--- config.mk ---
export PLATFORM = sky130hd
export DESIGN_NAME = ras_pred_check
export DESIGN_NICKNAME = d
export VERILOG_FILES = /design/src/rtl/ras_pkg.sv /design/src/rtl/ras_pred_fifo.sv /design/src/rtl/ras_pred_check.sv
export SDC_FILE = /design/constraint.sdc
export NUM_CORES = 1
export LEC_CHECK = 0
export CAP_MARGIN = 20
export CORE_ASPECT_RATIO = 1.75
export CORE_MARGIN = 1.5
export CORE_UTILIZATION = 50
export CTS_BUF_LIST = sky130_fd_sc_hd__clkbuf_4 sky130_fd_sc_hd__clkbuf_8 sky130_fd_sc_hd__clkbuf_16
export DETAILED_ROUTE_END_ITERATION = 16
export GPL_TIMING_DRIVEN = 0
export PLACE_DENSITY = 0.74
export SLEW_MARGIN = 20
export SYNTH_ARGS = -nofsm -noshare
export SYNTH_HDL_FRONTEND = slang
export SYNTH_HIERARCHICAL = 1
export SYNTH_SLANG_ARGS = --single-unit
--- constraint.sdc ---
create_clock -name CLK -period 3.2 [get_ports CLK]
set_input_delay 0.64 -clock CLK [delete_from_list [all_inputs] [get_ports CLK]]
set_output_delay 0.64 -clock CLK [all_outputs]
set_load 0.01 [all_outputs]
--- src/rtl/ras_pkg.sv ---
// ----------------------------------------------------------------------------
// ras_pkg
// Shared types and helpers for the return-address-stack prediction checker.
//   PC_W_DEFAULT : default PC / target width
//   ras_entry_t  : one in-flight prediction {hit, pc} at the default width
//   count_w()    : width of an occupancy counter that can hold 0..depth
// ----------------------------------------------------------------------------
package ras_pkg;

  localparam int PC_W_DEFAULT = 32;

  typedef struct packed {
    logic                    hit;
    logic [PC_W_DEFAULT-1:0] pc;
  } ras_entry_t;

  // Occupancy must represent "depth" itself, hence one bit more than the index.
  function automatic int count_w(input int depth);
    return $clog2(depth) + 1;
  endfunction

endpackage

--- src/rtl/ras_pred_fifo.sv ---
// ----------------------------------------------------------------------------
// ras_pred_fifo
// DEPTH-entry circular buffer holding in-flight return predictions in program
// order. The head entry is always visible on rdata.
// Ports:
//   CLK, RESET      clock, asynchronous active-low reset
//   push, wdata     append an entry (ignored while full)
//   pop             retire the head entry (ignored while empty)
//   clear           drop every entry; wins over push and pop
//   rdata           current head entry (meaningless while count == 0)
//   count           number of valid entries, 0..DEPTH
//   full            count == DEPTH
// DEPTH must be a power of two so the pointers wrap by natural overflow.
// ----------------------------------------------------------------------------
module ras_pred_fifo
  import ras_pkg::*;
#(
  parameter int DEPTH = 4,
  parameter int W     = 33
) (
  input  logic                      CLK,
  input  logic                      RESET,
  input  logic                      push,
  input  logic                      pop,
  input  logic                      clear,
  input  logic [W-1:0]              wdata,
  output logic [W-1:0]              rdata,
  output logic [count_w(DEPTH)-1:0] count,
  output logic                      full
);

  localparam int AW = $clog2(DEPTH);
  localparam int CW = count_w(DEPTH);

  logic [W-1:0]  mem [DEPTH];
  logic [AW-1:0] wr_ptr;
  logic [AW-1:0] rd_ptr;
  logic          empty;
  logic          push_en;
  logic          pop_en;

  assign full    = (count == CW'(DEPTH));
  assign empty   = (count == '0);
  assign push_en = push && !full;
  assign pop_en  = pop && !empty;
  assign rdata   = mem[rd_ptr];

  // NOTE: storage is deliberately left out of reset; an entry is only ever
  // read after it has been written, so resetting it would just cost flops.
  always_ff @(posedge CLK) begin
    if (push_en) mem[wr_ptr] <= wdata;
  end

  always_ff @(posedge CLK or negedge RESET) begin
    if (!RESET) begin
      wr_ptr <= '0;
      rd_ptr <= '0;
      count  <= '0;
    end else if (clear) begin
      wr_ptr <= '0;
      rd_ptr <= '0;
      count  <= '0;
    end else begin
      if (push_en) wr_ptr <= wr_ptr + 1'b1;
      if (pop_en)  rd_ptr <= rd_ptr + 1'b1;
      case ({push_en, pop_en})
        2'b10:   count <= count + 1'b1;
        2'b01:   count <= count - 1'b1;
        default: count <= count;
      endcase
    end
  end

endmodule

--- src/rtl/ras_pred_check.sv ---
// ----------------------------------------------------------------------------
// ras_pred_check
// Verifies IF-stage `jr $ra` return predictions against the target resolved in
// EX. Predictions are queued in program order; each resolve retires the oldest
// one and, when it was wrong or absent, emits a one-cycle registered redirect.
// Ports:
//   CLK, RESET              clock, asynchronous active-low reset
//   pred_valid/hit/pc       prediction push from IF (pc ignored when !hit)
//   res_valid/res_target    resolve of the oldest in-flight jr from EX
//   flush                   squash everything younger than EX
//   full                    queue full, IF must stall jr fetch
//   mispredict/redirect_pc  registered one-cycle redirect to fetch
//   overflow                sticky: a push was attempted while full
//   correct_cnt/mispred_cnt saturating statistics (RAS_PRED_STATS_EN only)
// Build option: define RAS_PRED_STATS_EN to add the statistics counters.
// ----------------------------------------------------------------------------
module ras_pred_check
  import ras_pkg::*;
#(
  parameter int DEPTH = 4,
  parameter int PC_W  = PC_W_DEFAULT
) (
  input  logic            CLK,
  input  logic            RESET,
  input  logic            pred_valid,
  input  logic            pred_hit,
  input  logic [PC_W-1:0] pred_pc,
  input  logic            res_valid,
  input  logic [PC_W-1:0] res_target,
  input  logic            flush,
  output logic            full,
  output logic            mispredict,
  output logic [PC_W-1:0] redirect_pc,
  output logic            overflow
`ifdef RAS_PRED_STATS_EN
  ,
  output logic [15:0]     correct_cnt,
  output logic [15:0]     mispred_cnt
`endif
);

  localparam int CW = count_w(DEPTH);

  typedef struct packed {
    logic            hit;
    logic [PC_W-1:0] pc;
  } entry_t;

  entry_t        wr_entry;
  entry_t        head;
  logic [CW-1:0] fifo_count;
  logic          has_head;
  logic          push_req;
  logic          pop_req;
  logic          head_correct;
  logic          res_mis;

  assign wr_entry = '{hit: pred_hit, pc: pred_pc};
  assign has_head = (fifo_count != '0);

  // A flushed push never lands; full is not relieved by a same-cycle pop.
  assign push_req = pred_valid && !full && !flush;
  // With an empty queue the resolve is "unpredicted": no pop, just redirect.
  // This also keeps a same-cycle push into an empty queue from being compared.
  assign pop_req  = res_valid && has_head;

  assign head_correct = has_head && head.hit && (head.pc == res_target);
  assign res_mis      = res_valid && !head_correct;

  ras_pred_fifo #(
    .DEPTH (DEPTH),
    .W     ($bits(entry_t))
  ) u_fifo (
    .CLK   (CLK),
    .RESET (RESET),
    .push  (push_req),
    .pop   (pop_req),
    .clear (flush),
    .wdata (wr_entry),
    .rdata (head),
    .count (fifo_count),
    .full  (full)
  );

  // NOTE: sequential state uses non-blocking assignments so every flop samples
  // the pre-edge values regardless of statement order.
  always_ff @(posedge CLK or negedge RESET) begin
    if (!RESET) begin
      mispredict  <= 1'b0;
      redirect_pc <= '0;
      overflow    <= 1'b0;
    end else begin
      mispredict <= res_mis;
      if (res_mis)           redirect_pc <= res_target;
      if (pred_valid && full) overflow   <= 1'b1;
    end
  end

`ifdef RAS_PRED_STATS_EN
  // Statistics survive flush; only reset clears them.
  always_ff @(posedge CLK or negedge RESET) begin
    if (!RESET) begin
      correct_cnt <= '0;
      mispred_cnt <= '0;
    end else if (res_valid) begin
      if (head_correct && correct_cnt != 16'hFFFF) correct_cnt <= correct_cnt + 1'b1;
      if (!head_correct && mispred_cnt != 16'hFFFF) mispred_cnt <= mispred_cnt + 1'b1;
    end
  end
`endif

endmodule

==> flow_summary.json <==
{
  "num_clock_sinks": 173,
  "outcome": "finished, final reports clean",
  "synth_area_leaders": "sky130_fd_sc_hd__edfxtp_1 56%, sky130_fd_sc_hd__dfrtp_1 14%, sky130_fd_sc_hd__mux4_2 10%",
  "fillCellCount": 970,
  "power_frac_clock_pct": 41.3,
  "die_width_um": 93.2,
  "cellPowerDensity_nw_per_um2": 556,
  "worst_hold_slack_ns": 0.203,
  "yosys_register_bits": 173,
  "drt_pre_antenna_iters": 4,
  "die-height_um": 161,
  "synth_area_um2": 7120,
  "dr.first_iter.drc_count": 182,
  "layout_worst_path_cycle_share_pct": 96.8,
  "synthDistinctLibCells": 44,
  "number_of_antenna_violations_at_the_first_check_in_global_routing": 0,
  "post-route-min-period_ns": 3.10,
  "clock_tree_from_tritoncts": "yes",
  "max_cap_violations": 0,
  "worst_hold_path_type": "input port to async pin",
  "avgViaCountPerCell": 5.56,
  "io_pins": 105,
  "initial_util_pct": 51.2,
  "worst-r2r-setup-slack_ns": 0.10,
  "maxSlewViolCount": 0,
  "rsz_0062_raised_after_global_routing": "no",
  "gp_congestion": 0.828,
  "antenna_cells_inserted": 0,
  "antenna_violating_nets_post_route": 0,
  "wire_length_of_the_first_global_routing_pass_um": 23200,
  "drc": 0,
  "final_core_utilization_pct": 65.7,
  "clock_tree.root_cell": "sky130_fd_sc_hd__clkbuf_16",
  "worst_ep_arrival_time_ns": 3.39,
  "worst_r2r_startpoint": "u_fifo/rd_ptr[0]$_DFFE_PN0P_",
  "worst-endpoint-required_ns": 3.49,
  "power.ir.vdd_worst_uv": 342,
  "number_of_nets_in_the_layout": 559,
  "worst_slew_pin_slew_ns": 0.537,
  "async_reset_ff_share_pct": 23.7,
  "report.final.hold_viol_count": 0,
  "clock_tree.htree_level_count": 4,
  "timing.critical_path.from_type": "flop",
  "synth_enable_flop_cells": 132,
  "timing.slew.headroom_pct": 64.2,
  "critical_path_class": "flop to flop",
  "hold_buffers": 0,
  "groute.usage.overall_pct": 21.6,
  "detail_route.wl_per_cell_um": 22.3,
  "achievable-frequency_ghz": 0.323,
  "yosysTopAreaCellShare_pct": 55.7,
  "p_int_w": 0.00405,
  "detailed_route_via_count": 3749,
  "global_route.overflow_total": 0,
  "share_seq_of_total_power_pct": 49.9,
  "pwr-share-comb_pct": 8.8,
  "ys_seq_area_share_pct": 70.1,
  "numPortBuffers": 104,
  "synth_largest_area_cell": "sky130_fd_sc_hd__edfxtp_1",
  "leakage_nw": 3.28,
  "switching_power_w": 0.00103,
  "fp-row-count": 57,
  "cp_max_fo": 10,
  "clock_pin_transition_on_the_worst_setup_and_hold_timing_paths_ns": 0.06,
  "clk-insertion-delay-late_ns": 0.42,
  "dp_hpwl_um": 10600,
  "finalSetupViolations": 0,
  "via_count_of_the_first_global_routing_pass": 4114,
  "share_of_post_route_cells_with_drive_strength_above_1_pct": 26.4,
  "clock_skew_ns": 0.0118,
  "grt_start_max_net_pins": 25,
  "numCtsBuffers": 17,
  "flow.area_growth_from_synthesis_pct": 28.2,
  "synthesis_warning_total": 6,
  "postSynthNetCount": 431,
  "core_area_um2": 13900,
  "synth_flop_cell": "sky130_fd_sc_hd__edfxtp_1",
  "worstRegToRegCells": 10,
  "switching_share_pct": 20.2,
  "post_synthesis_instance_total": 356,
  "r2r_end": "redirect_pc[24]$_DFFE_PN0P_",
  "clk_path_buf_depth": 2,
  "die_area_um2": 15000,
  "timing.critical_path.to_type": "flop",
  "finalWirelength_um": 15000,
  "synth.avg_cell_area_um2": 20.0
}
power groups by stage:
| stage | registers, W | clock network [W] | logic, W |
|---|---|---|---|
| floorplan | 0.00259 | 0 | 0.000160 |
| CTS | 0.00253 | 0.00212 | 0.000451 |
| global placement | 0.00257 | 0 | 0.000426 |
| global route | 0.00254 | 0.00221 | 0.000475 |
| detailed placement | 0.00258 | 0 | 0.000447 |
| finish | 0.00253 | 0.00209 | 0.000447 |
kinds of logic (layout without fill, tap and decap cells):
| group | count (synthesis) | in the layout | share of synthesized area (%) |
|---|---|---|---|
| AOI/OAI and AO/OA | 19 | 19 | 1.90 |
| buffers and inverters | 23 | 164 | 2.64 |
| adders and majority gates | 5 | 5 | 0.984 |
| xor gates and xnor gates | 35 | 35 | 4.30 |
| and+or+nand+nor | 36 | 36 | 3.09 |
| muxes | 65 | 65 | 17.0 |
| DFF | 173 | 173 | 70.1 |
critical path, cell delays in order (launching register included):
cell                      delay, ns
sky130_fd_sc_hd__dfrtp_1       0.32
sky130_fd_sc_hd__buf_4         0.20
sky130_fd_sc_hd__buf_6         0.21
sky130_fd_sc_hd__mux4_2        0.52
sky130_fd_sc_hd__xor2_1        0.20
sky130_fd_sc_hd__nor4_1        0.38
sky130_fd_sc_hd__nand3_1       0.18
sky130_fd_sc_hd__o31a_1        0.34
sky130_fd_sc_hd__buf_6         0.16
sky130_fd_sc_hd__buf_12        0.16
sky130_fd_sc_hd__mux2_4        0.30
synthesized netlist by cell type, types with 2 or more instances:
cell                       number
sky130_fd_sc_hd__xnor2_1        2
sky130_fd_sc_hd__buf_6          3
sky130_fd_sc_hd__mux4_2        33
sky130_fd_sc_hd__inv_1          4
sky130_fd_sc_hd__buf_2          5
sky130_fd_sc_hd__nand3b_1       2
sky130_fd_sc_hd__edfxtp_1     132
sky130_fd_sc_hd__nand3_1        5
sky130_fd_sc_hd__nor4_1         9
sky130_fd_sc_hd__nor2_1         2
sky130_fd_sc_hd__a21oi_1        5
sky130_fd_sc_hd__buf_12         3
sky130_fd_sc_hd__o21ai_2        2
sky130_fd_sc_hd__mux2_4        29
sky130_fd_sc_hd__ha_1           4
sky130_fd_sc_hd__clkbuf_1       2
sky130_fd_sc_hd__buf_4          5
sky130_fd_sc_hd__nor3b_1        2
sky130_fd_sc_hd__dfrtp_1       41
sky130_fd_sc_hd__mux2_2         3
sky130_fd_sc_hd__and3_1         4
sky130_fd_sc_hd__xor2_1        33
sky130_fd_sc_hd__nand2b_1       5
flip-flops by register name, summed over array words and instances (netlist names):
signal and count:
mispredict 1, overflow 1, redirect_pc 32, u_fifo/count 3
u_fifo/mem 132, u_fifo/rd_ptr 2, u_fifo/wr_ptr 2
layout make-up:
class,instances,area (µm²),share of cell area [%]
flip-flops and latches,173,4990,54.6
multi-input cells,160,1960,21.5
repair buffers,109,1150,12.6
clock buffers,22,469,5.14
well taps,177,221,2.43
plain buffers,18,176,1.93
clock inverters,10,139,1.52
inverters,5,23.8,0.260
cells in the final DEF (no fill, tap or decap), types with 2 or more instances in the layout:
| master | instances |
|---|---|
| sky130_fd_sc_hd__mux4_2 | 33 |
| sky130_fd_sc_hd__edfxtp_1 | 132 |
| sky130_fd_sc_hd__clkbuf_4 | 4 |
| sky130_fd_sc_hd__buf_2 | 6 |
| sky130_fd_sc_hd__buf_12 | 6 |
| sky130_fd_sc_hd__nand3_1 | 5 |
| sky130_fd_sc_hd__clkbuf_16 | 17 |
| sky130_fd_sc_hd__nand3b_1 | 2 |
| sky130_fd_sc_hd__nand2b_1 | 5 |
| sky130_fd_sc_hd__inv_6 | 2 |
| sky130_fd_sc_hd__inv_1 | 4 |
| sky130_fd_sc_hd__clkdlybuf4s50_1 | 103 |
| sky130_fd_sc_hd__ha_1 | 4 |
| sky130_fd_sc_hd__dfrtp_1 | 41 |
| sky130_fd_sc_hd__xnor2_1 | 2 |
| sky130_fd_sc_hd__nor2_1 | 2 |
| sky130_fd_sc_hd__clkinv_4 | 2 |
| sky130_fd_sc_hd__bufinv_16 | 3 |
| sky130_fd_sc_hd__mux2_2 | 3 |
| sky130_fd_sc_hd__mux2_4 | 29 |
| sky130_fd_sc_hd__nor4_1 | 8 |
| sky130_fd_sc_hd__clkinv_2 | 3 |
| sky130_fd_sc_hd__buf_6 | 6 |
| sky130_fd_sc_hd__buf_4 | 2 |
| sky130_fd_sc_hd__xor2_1 | 33 |
| sky130_fd_sc_hd__o21ai_2 | 2 |
| sky130_fd_sc_hd__buf_16 | 2 |
| sky130_fd_sc_hd__a21oi_1 | 5 |
| sky130_fd_sc_hd__and3_2 | 4 |
timing repair:
item	4_1_cts	5_1_grt
pin swaps	0	0
setup buffers	0	0
gates cloned	0	0
setup endpoints to repair	29	85
resized for setup	3	3
routing by layer:
layer / up-vias / track usage (%) / part of all wire, % / wire [µm]
li1: 1661 / - / - / -
met5: - / 0 / 0 / 0
met1: 1949 / 24.4 / 36 / 5440
met3: 24 / 3.79 / 4.1 / 610
met2: 115 / 39.8 / 57 / 8550
met4: 0 / 8.61 / 2.6 / 392
metrics by stage:
stage	worst slack [ns]	total power (W)	instance area (µm²)	setup TNS, ns	instances
after floorplan	0.323	0.00275	7120	0	356
after global placement	-1.05	0.00300	8380	-134.08	637
after detailed placement	-0.260	0.00303	8500	-22.59	642
after CTS	0.0217	0.00511	9120	0	674
after global routing	0.00110	0.00522	9130	0	674
final	0.101	0.00507	9130	0	674
how the worst max path moves through the flow:
stage | from | endpoint | slack [ns] | cells past startpoint
finish | u_fifo/rd_ptr[0]$_DFFE_PN0P_ | redirect_pc[24]$_DFFE_PN0P_ | 0.10 | 10
global route | u_fifo/rd_ptr[0]$_DFFE_PN0P_ | redirect_pc[24]$_DFFE_PN0P_ | 0.001 | 10
CTS | u_fifo/rd_ptr[0]$_DFFE_PN0P_ | redirect_pc[2]$_DFFE_PN0P_ | 0.02 | 10
detailed placement | flush | u_fifo/mem[3][16]$_DFFE_PP_ | -0.26 | 5
global placement | flush | u_fifo/mem[0][7]$_DFFE_PP_ | -1.05 | 4
floorplan | u_fifo/count[1]$_DFFE_PN0P_ | u_fifo/mem[0][0]$_DFFE_PP_ | 0.32 | 7
(Power assumes the default switching activity.)
